==> config.mk <==
export PLATFORM = sky130hd
export DESIGN_NAME = muldiv_sequencer
export DESIGN_NICKNAME = d
export VERILOG_FILES = /design/src/rtl/muldiv_pkg.sv /design/src/rtl/div_restore_step.sv /design/src/rtl/muldiv_sequencer.sv
export SDC_FILE = /design/constraint.sdc
export NUM_CORES = 1
export LEC_CHECK = 0
export CAP_MARGIN = 20
export CORE_AREA = 2 2 162 164
export DETAILED_ROUTE_END_ITERATION = 8
export DIE_AREA = 0 0 164 166
export PLACE_DENSITY = 0.86
export SYNTH_ARGS = -nofsm -noshare
export SYNTH_HDL_FRONTEND = slang
export SYNTH_SLANG_ARGS = --single-unit
==> constraint.sdc <==
create_clock -name clk -period 14.05 [get_ports clk]
set_clock_uncertainty 0.05 [all_clocks]
set_input_delay 2.81 -clock clk [delete_from_list [all_inputs] [get_ports clk]]
set_output_delay 2.81 -clock clk [all_outputs]
set_load 0.03 [all_outputs]
==> src/rtl/muldiv_pkg.sv <==
// Shared encodings, state enum and constants for the RV32M multiply/divide sequencer.
package muldiv_pkg;

  localparam int unsigned XLEN_W = 32;
  localparam int unsigned CNT_W  = 5;

  localparam logic [XLEN_W-1:0] DIV_BY_ZERO_Q = 32'hFFFF_FFFF;
  localparam logic [XLEN_W-1:0] INT_MIN       = 32'h8000_0000;

  typedef enum logic [2:0] {
    OP_MUL    = 3'd0,
    OP_MULH   = 3'd1,
    OP_MULHSU = 3'd2,
    OP_MULHU  = 3'd3,
    OP_DIV    = 3'd4,
    OP_DIVU   = 3'd5,
    OP_REM    = 3'd6,
    OP_REMU   = 3'd7
  } op_e;

  typedef enum logic [2:0] {
    S_IDLE = 3'd0,
    S_MUL  = 3'd1,
    S_DIV  = 3'd2,
    S_FIX  = 3'd3,
    S_DONE = 3'd4
  } state_e;

  // rs1 is treated as signed for these ops
  function automatic logic op_signed_a(input logic [2:0] f);
    return (f == OP_MULH) || (f == OP_MULHSU) || (f == OP_DIV) || (f == OP_REM);
  endfunction

  // rs2 is treated as signed for these ops
  function automatic logic op_signed_b(input logic [2:0] f);
    return (f == OP_MULH) || (f == OP_DIV) || (f == OP_REM);
  endfunction

  function automatic logic [XLEN_W-1:0] neg_if(input logic neg, input logic [XLEN_W-1:0] v);
    return neg ? XLEN_W'(-v) : v;
  endfunction

endpackage

==> src/rtl/div_restore_step.sv <==
// One combinational restoring-division step: shift in a dividend bit, trial-subtract the divisor.
module div_restore_step #(
  parameter int unsigned XLEN = 32
) (
  input  logic [XLEN-1:0] rem_i,
  input  logic            dividend_bit_i,
  input  logic [XLEN-1:0] divisor_i,
  output logic [XLEN-1:0] rem_o,
  output logic            q_o
);

  logic [XLEN:0] shifted;
  logic [XLEN:0] diff;

  // Partial remainder stays below the divisor, so the MSB of diff is a clean borrow flag
  always_comb begin
    shifted = {rem_i, dividend_bit_i};
    diff    = shifted - {1'b0, divisor_i};
    q_o     = ~diff[XLEN];
    rem_o   = q_o ? diff[XLEN-1:0] : shifted[XLEN-1:0];
  end

endmodule

==> src/rtl/muldiv_sequencer.sv <==
// Iterative RV32M multiply/divide sequencer with PC stall and one-cycle done pulse.
// Define MULDIV_FAST_MUL_EN to resolve all multiplies in one cycle with a hardware multiplier.
module muldiv_sequencer
  import muldiv_pkg::*;
#(
  parameter int unsigned XLEN = 32
) (
  input  logic            clk,
  input  logic            rst,
  input  logic            start,
  input  logic [2:0]      funct3,
  input  logic [XLEN-1:0] rs1,
  input  logic [XLEN-1:0] rs2,
  output logic            busy,
  output logic            done,
  output logic [XLEN-1:0] result,
  output logic            stall
);

  localparam int unsigned ACC_W = 2 * XLEN;

  state_e             state_q, state_d;
  op_e                op_q, op_d;
  logic               sign_a_q, sign_a_d;
  logic               sign_b_q, sign_b_d;
  logic [XLEN-1:0]    opa_q, opa_d;
  logic [XLEN-1:0]    opb_q, opb_d;
  logic [ACC_W-1:0]   acc_q, acc_d;
  logic [CNT_W-1:0]   cnt_q, cnt_d;
  logic [XLEN-1:0]    result_q, result_d;
  logic               busy_q, busy_d;
  logic               done_q, done_d;

  logic               acc_start;
  logic               sa_c, sb_c;
  logic               div_ovf_c;
  logic [XLEN:0]      mul_sum_c;
  logic [XLEN-1:0]    step_rem_c;
  logic               step_q_c;
  logic [ACC_W-1:0]   prod_fix_c;
  logic [XLEN-1:0]    fix_result_c;

  div_restore_step #(.XLEN(XLEN)) u_step (
    .rem_i          (acc_q[ACC_W-1:XLEN]),
    .dividend_bit_i (opa_q[~cnt_q]),
    .divisor_i      (opb_q),
    .rem_o          (step_rem_c),
    .q_o            (step_q_c)
  );

  assign acc_start = start & ((state_q == S_IDLE) || (state_q == S_DONE));
  assign sa_c      = op_signed_a(funct3) & rs1[XLEN-1];
  assign sb_c      = op_signed_b(funct3) & rs2[XLEN-1];
  assign div_ovf_c = (funct3 == OP_DIV || funct3 == OP_REM) &&
                     (rs1 == INT_MIN) && (rs2 == '1);

  // Shift-add: add the multiplicand into the upper half, then shift the whole accumulator right
  assign mul_sum_c = {1'b0, acc_q[ACC_W-1:XLEN]} + {1'b0, (opb_q[cnt_q] ? opa_q : '0)};

  // Sign correction and word selection for the FIX cycle
  always_comb begin
    prod_fix_c   = (sign_a_q ^ sign_b_q) ? ACC_W'(-acc_q) : acc_q;
    fix_result_c = '0;
    unique case (op_q)
      OP_MUL:                       fix_result_c = prod_fix_c[XLEN-1:0];
      OP_MULH, OP_MULHSU, OP_MULHU: fix_result_c = prod_fix_c[ACC_W-1:XLEN];
      OP_DIV, OP_DIVU:              fix_result_c = neg_if(sign_a_q ^ sign_b_q, acc_q[XLEN-1:0]);
      OP_REM, OP_REMU:              fix_result_c = neg_if(sign_a_q, acc_q[ACC_W-1:XLEN]);
      default:                      fix_result_c = '0;
    endcase
  end

`ifdef MULDIV_FAST_MUL_EN
  logic signed [ACC_W-1:0] fast_a_c, fast_b_c, fast_prod_c;
  // Sign-extended 33-bit operands; the low 64 bits of the product are exact for every mode
  assign fast_a_c    = {{XLEN{op_signed_a(funct3) & rs1[XLEN-1]}}, rs1};
  assign fast_b_c    = {{XLEN{op_signed_b(funct3) & rs2[XLEN-1]}}, rs2};
  assign fast_prod_c = fast_a_c * fast_b_c;
`endif

  always_comb begin
    state_d  = state_q;
    op_d     = op_q;
    sign_a_d = sign_a_q;
    sign_b_d = sign_b_q;
    opa_d    = opa_q;
    opb_d    = opb_q;
    acc_d    = acc_q;
    cnt_d    = cnt_q;
    result_d = result_q;

    unique case (state_q)
      S_IDLE, S_DONE: begin
        state_d = S_IDLE;
        if (acc_start) begin
          op_d     = op_e'(funct3);
          sign_a_d = sa_c;
          sign_b_d = sb_c;
          opa_d    = neg_if(sa_c, rs1);
          opb_d    = neg_if(sb_c, rs2);
          acc_d    = '0;
          cnt_d    = '0;
          if (funct3[2]) begin
            if (rs2 == '0) begin
              result_d = funct3[1] ? rs1 : DIV_BY_ZERO_Q;
              state_d  = S_DONE;
            end else if (div_ovf_c) begin
              result_d = funct3[1] ? '0 : INT_MIN;
              state_d  = S_DONE;
            end else begin
              state_d  = S_DIV;
            end
          end else begin
`ifdef MULDIV_FAST_MUL_EN
            result_d = (funct3 == OP_MUL) ? fast_prod_c[XLEN-1:0] : fast_prod_c[ACC_W-1:XLEN];
            state_d  = S_DONE;
`else
            state_d  = S_MUL;
`endif
          end
        end
      end
      S_MUL: begin
        acc_d = {mul_sum_c, acc_q[XLEN-1:1]};
        cnt_d = CNT_W'(cnt_q + 1'b1);
        if (cnt_q == '1) state_d = S_FIX;
      end
      S_DIV: begin
        acc_d = {step_rem_c, acc_q[XLEN-2:0], step_q_c};
        cnt_d = CNT_W'(cnt_q + 1'b1);
        if (cnt_q == '1) state_d = S_FIX;
      end
      S_FIX: begin
        result_d = fix_result_c;
        state_d  = S_DONE;
      end
      default: state_d = S_IDLE;
    endcase

    busy_d = (state_d == S_MUL) || (state_d == S_DIV) || (state_d == S_FIX);
    done_d = (state_d == S_DONE);
  end

  always_ff @(posedge clk) begin
    if (rst) begin
      state_q  <= S_IDLE;
      op_q     <= OP_MUL;
      sign_a_q <= 1'b0;
      sign_b_q <= 1'b0;
      opa_q    <= '0;
      opb_q    <= '0;
      acc_q    <= '0;
      cnt_q    <= '0;
      result_q <= '0;
      busy_q   <= 1'b0;
      done_q   <= 1'b0;
    end else begin
      state_q  <= state_d;
      op_q     <= op_d;
      sign_a_q <= sign_a_d;
      sign_b_q <= sign_b_d;
      opa_q    <= opa_d;
      opb_q    <= opb_d;
      acc_q    <= acc_d;
      cnt_q    <= cnt_d;
      result_q <= result_d;
      busy_q   <= busy_d;
      done_q   <= done_d;
    end
  end

  assign busy   = busy_q;
  assign done   = done_q;
  assign result = result_q;
  assign stall  = busy_q | (start & (state_q == S_IDLE));

endmodule

==> impl_metrics.yaml, run 1 <==
critical_path:
  worstPathCellList: "clkdlybuf4s50_1, nand2_1, buf_4, o21bai_1, clkdlybuf4s50_1"
  required_ps: 11190
  cp.arrival_ps: 4550
  cpLargestDelayFamily: "buffers and inverters"
  slowest_stage: "clkdlybuf4s50_1"
  startpoint_type: "input port"
  worstSetupPathType: "input port to primary output"
  worstSetupEndpointType: "primary output"
  path_max_fanout: 20
  cp_common_cell: "clkdlybuf4s50_1"
  max_stage_delay_ps: 720
  worst-path-buf-inv: 3
outcome:
  violations: "DRC"
  outcome: "complete, but fails checks"
detailed_routing:
  drc: 12
  wl_per_cell_um: 23.4
  num_vias: 16700
  first_pass_iters: 9
  drtIter0Drc: 2524
  postRouteAntennaNets: 0
  wl_mm: 55.8
  vias_per_cell: 7.00
floorplanning:
  row_count: 59
  initial_core_util_pct: 59.9
  die_area_mm2: 0.0272
  die_w_um: 164
  core-area_mm2: 0.0256
  ioPinCount: 105
  die_h_um: 166
synthesis:
  synth_edf_count: 0
  ys_warn_count: 0
  yosysSeqAreaShare_pct: 22.8
  synth.most_common_cell: "nor2_1"
  syn_area_mm2: 0.0154
  synth_top_area_share_pct: 22.8
  async_flop_share_pct: 0
  synthTopCellsByArea: "dfxtp_1, ha_1, o21ai_0"
  syn_inst: 2047
  synth_cell_types: 78
  syn_avg_cell_area_um2: 7.50
  synth_nets: 2190
  synth_top_area_cell: "dfxtp_1"
  synthTopCellsByCount: "nor2_1, dfxtp_1, o21ai_0, nand2_1, a21oi_1"
  synth_flop_cell: "dfxtp_1"
  ys_ff_latch: 175
clock_tree:
  cts_tree: "yes"
  clk_path_buf_depth: 2
  hold_buffers: 0
  worstSkewPairLatency_ps: 450
  cts_buffers: 17
  cts-htree-levels: 4
  cts.sink_count: 175
  cts_root_buffer: "clkbuf_16"
  clkSlewWorstSetupHoldPaths_ps: 80
  cts-resized-gates: 0
  post_cts_buffers: 0
grt:
  antenna_found_initial: 1
  grt_pass1_vias: 14800
  track_usage_pct: 39.8
  grt_max_degree: 103
  grt_first_pass_wirelength_mm: 84.9
  grt_overflow_total: 0
power:
  total_power_mw: 1.66
  leakage_nw: 6.29
  p_per_area_mw_per_mm2: 97.7
  vdd.ir_drop.worst_v: 0.0000732
flow_run:
  maxCapViolations: 0
placed_design:
  gp_congestion: 1.01
  port_buffers: 104
  place_hpwl_mm: 41.3
min_path:
  min_path_type: "register to register"
finish:
  area_delta_synth_final_pct: 10.8
  fin_nets: 2185
  num_antenna_cells: 0
  drive_above_1_share_pct: 5.70
  fillers: 2179
timing:
  finalSetupTns_ps: 0
  fin_crit_sh_pct: 52.7
  min_period_ps: 7410
  setup_viol: 0
  hold_viol_final: 0
  clock.fmax_mhz: 135
  relSlewSlack_pct: 22.8
  rsz0062_at_grt: "no"
  slew_viol_final: 0
  worst_pin_slew_ps: 1160
==> state kept, by name, summed over array words and instances (netlist names), 3 cells and up <==
signal	count
opb_q	32
cnt_q	5
state_q	3
result	32
op_q	3
opa_q	32
acc_q	64
==> metrics by stage <==
stage	instances	util, %	setup WS, ps	instance area, µm²	hold slack (ps)
global route	2389	66.4	6610	17000	428
floorplan	2047	-	7440	15400	387
CTS	2389	66.4	6650	17000	414
detailed placement	2358	64.1	6660	16400	402
finish	2389	66.4	6640	17000	416
global placement	2358	64.1	6670	16400	394
==> layout by cell type (no fill, tap or decap), drive strengths merged, types with 9 or more instances in the layout <==
| cell type | netlist | layout |
|---|---|---|
| nor2b | 36 | 36 |
| o211ai | 16 | 16 |
| and3 | 14 | 14 |
| clkdlybuf4s50 | 0 | 103 |
| a22oi | 9 | 9 |
| or3 | 34 | 34 |
| nor3 | 43 | 43 |
| o221ai | 10 | 10 |
| o31ai | 26 | 26 |
| a222oi | 37 | 37 |
| nand4 | 23 | 23 |
| mux2i | 18 | 18 |
| a21o | 31 | 31 |
| xor2 | 84 | 84 |
| o21a | 16 | 16 |
| or4 | 14 | 14 |
| nor4 | 27 | 27 |
| xnor2 | 86 | 86 |
| a311oi | 21 | 21 |
| ha | 71 | 71 |
| o22ai | 24 | 24 |
| o21ai | 176 | 176 |
| buf | 20 | 24 |
| a2111oi | 16 | 16 |
| a211oi | 63 | 63 |
| nor2 | 221 | 221 |
| a21oi | 142 | 142 |
| clkbuf | 131 | 18 |
| mux4 | 20 | 20 |
| nand2b | 12 | 12 |
| nand3 | 36 | 36 |
| o41ai | 10 | 10 |
| inv | 84 | 92 |
| dfxtp | 175 | 175 |
| a31oi | 33 | 33 |
| and2 | 16 | 16 |
| nand2 | 156 | 156 |
==> worst min-delay path: stages, from the launching register on <==
cell     delay [ps]
dfxtp_1         320
nand2_1          50
a21oi_1          50
==> area by class of cell <==
| type | instances | area (µm²) | share of cell area [%] |
|---|---|---|---|
| flip-flops and latches | 175 | 3500 | 20.6 |
| clock buffers | 18 | 439 | 2.58 |
| inverters | 84 | 315 | 1.85 |
| repair buffers | 127 | 1210 | 7.12 |
| clock inverters | 13 | 140 | 0.824 |
| multi-input cells | 1637 | 11000 | 64.5 |
| well taps | 335 | 419 | 2.47 |
==> report_power, final <==
| group | leakage, nW | internal, mW | switching [mW] | total (mW) |
|---|---|---|---|---|
| clock | 0.283 | 0.242 | 0.247 | 0.489 |
| sequential | 1.43 | 0.524 | 0.0557 | 0.580 |
| combinational | 4.58 | 0.230 | 0.363 | 0.593 |
==> cell families after synthesis <==
kind of cell	synth area share, %
xor+xnor	9.70
compound gates	29.8
mux	4.47
buf+inv	5.95
fa+ha+maj	6.05
simple gates	21.2
flops	22.8
==> routing by layer <==
metal  share of wire [%]  GRT usage (%)
met1                  41           57.4
met2                  44           61.2
met3                  11           6.22
met4                 3.4           12.1
met5                   0              0
==> worst paths after layout <==
path	from	end	slack, ps	cells past startpoint
min reg2reg	result[8]	result[8]	420	2
max	start	stall	6640	5
max reg2reg	cnt_q[0]	acc_q[43]	7110	17
min	result[8]	result[8]	420	2
No activity file was read; power rests on OpenSTA's default activity.
==> inputs of run 2 (changes only) <==
--- a/config.mk
+++ b/config.mk
@@ -6,10 +6,10 @@
 export NUM_CORES = 1
 export LEC_CHECK = 0
 export CAP_MARGIN = 20
-export CORE_AREA = 2 2 162 164
+export CORE_AREA = 2 2 171 173
 export DETAILED_ROUTE_END_ITERATION = 8
-export DIE_AREA = 0 0 164 166
-export PLACE_DENSITY = 0.86
+export DIE_AREA = 0 0 173 175
+export PLACE_DENSITY = 0.82
 export SYNTH_ARGS = -nofsm -noshare
 export SYNTH_HDL_FRONTEND = slang
 export SYNTH_SLANG_ARGS = --single-unit
==> constraint.sdc (replaced) <==
create_clock -name clk -period 6.65 [get_ports clk]
set_clock_uncertainty 0.05 [all_clocks]
set_input_delay 1.33 -clock clk [delete_from_list [all_inputs] [get_ports clk]]
set_output_delay 1.33 -clock clk [all_outputs]
set_load 0.03 [all_outputs]
==> impl_metrics.yaml, run 2 (synthesis results as in run 1) <==
outcome:
  outcome: "complete, but fails checks"
  violations: "DRC"
grt:
  grt_first_pass_wirelength_mm: 87.6
  grt_pass1_vias: 15000
  track_usage_pct: 37.1
  met3_usage_pct: 7.96
  grt_overflow_total: 0
  antenna_found_initial: 0
  grtUsageMet2_pct: 56.3
  grt_util_met1_pct: 51.4
  top_usage_layer: "met2"
  grt_max_degree: 104
critical_path:
  cp.arrival_ps: 6190
  worstSetupPathType: "register to register"
  cpLargestDelayFamily: "compound AO/OA/AOI/OAI gates"
  slowest_stage: "o21ai_0"
  startpoint_type: "register"
  r2r_slack_ps: 720
  path_max_fanout: 32
  max_stage_delay_ps: 760
  worstPathCellList: "buf_4, mux4_2, mux4_2, mux2i_2, buf_4, nor2b_1, ha_1, a211oi_1, nor4bb_1, a2111o_1, o211a_1, o21ai_0, o21ai_0, xor2_1, a22oi_1, o22ai_1"
  reg2reg_depth: 16
  required_ps: 6910
  worstSetupEndpointType: "register"
  worst-path-buf-inv: 2
  cp.depth: 16
detailed_routing:
  wl_mm: 57.6
  first_pass_iters: 9
  vias_per_cell: 6.81
  wl_per_cell_um: 23.6
  num_vias: 16600
  postRouteAntennaNets: 0
  drc: 8
  drtIter0Drc: 2348
timing:
  worst_pin_slew_ps: 965
  hold_viol_final: 0
  clock.fmax_mhz: 169
  slew_viol_final: 0
  rsz0062_at_grt: "no"
  min_period_ps: 5930
  relSlewSlack_pct: 35.0
  setup_viol: 0
  finalSetupTns_ps: 0
  fin_crit_sh_pct: 89.2
clock_tree:
  hold_buffers: 0
  clk_path_buf_depth: 2
  clkSlewWorstSetupHoldPaths_ps: 80
  cts_root_buffer: "clkbuf_16"
  cts-htree-levels: 4
  cts-resized-gates: 0
  worstSkewPairLatency_ps: 470
  cts_buffers: 17
  cts.sink_count: 175
  post_cts_buffers: 0
  cts_tree: "yes"
placed_design:
  gp_congestion: 1.01
  place_hpwl_mm: 43.2
  port_buffers: 104
  post-place-cells: 2409
finish:
  fillers: 2613
  post-route-util_pct: 60.2
  regArea_mm2: 0.00350
  fin_cells: 2441
  drive_above_1_share_pct: 5.83
  multiInputGateArea_mm2: 0.0110
  mostFrequentLayoutCell: "nor2_1"
  largest_register_ff_count: 64
  mostFrequentLayoutCells: "nor2_1, dfxtp_1, o21ai_0"
  regMostFlops: "acc_q"
  area_delta_synth_final_pct: 11.3
  num_antenna_cells: 0
  fin_nets: 2187
floorplanning:
  die_w_um: 173
  row_count: 62
  die_h_um: 175
  initial_core_util_pct: 54.1
  die_area_mm2: 0.0303
  core-area_mm2: 0.0284
  ioPinCount: 105
power:
  vdd.ir_drop.worst_v: 0.000189
  p_per_area_mw_per_mm2: 205
  total_power_mw: 3.51
  leakage_nw: 6.29
min_path:
  whs_path_depth: 2
  min_path_type: "register to register"
flow_run:
  maxCapViolations: 0
-- run 2: changes by cell type in the layout (fill, tap and decap cells not counted), sizes merged --
cell and delta:
clkinv +3, inv -3, buf +2, clkinvlp +1
-- run 2: layer usage --
layer	up-vias	part of all wire, %
met2	1040	43
met3	149	11
li1	7609	-
met1	7815	42
met5	-	0
met4	0	3.8
-- run 2: metrics by stage --
step	area, µm²	hold slack (ps)	setup slack, ps
floorplan	15400	387	1170
global placement	16500	391	950
detailed placement	16500	403	846
CTS	17100	413	797
global route	17100	431	402
finish	17100	411	719
-- run 2: worst paths after layout --
kind,start,to
max,cnt_q[0],acc_q[56]
max reg2reg,cnt_q[0],acc_q[56]
min,result[16],result[16]
min reg2reg,result[16],result[16]
-- run 2: final cells by class --
cell class | instances | area share, %
clock buffers | 18 | 2.57
clock inverters | 14 | 0.864
inverters | 84 | 1.85
multi-input cells | 1637 | 64.2
flip-flops and latches | 175 | 20.5
well taps | 384 | 2.81
repair buffers | 129 | 7.18
-- run 2: power by group --
group	total, mW	switching (mW)	internal, mW
Clock	1.02	0.511	0.508
Combinational	1.26	0.774	0.491
Sequential	1.23	0.120	1.11
-- run 2: worst min-delay path, stage by stage, from the launching register on --
cell	delay [ps]
dfxtp_1	310
nand2_1	60
a21oi_1	50
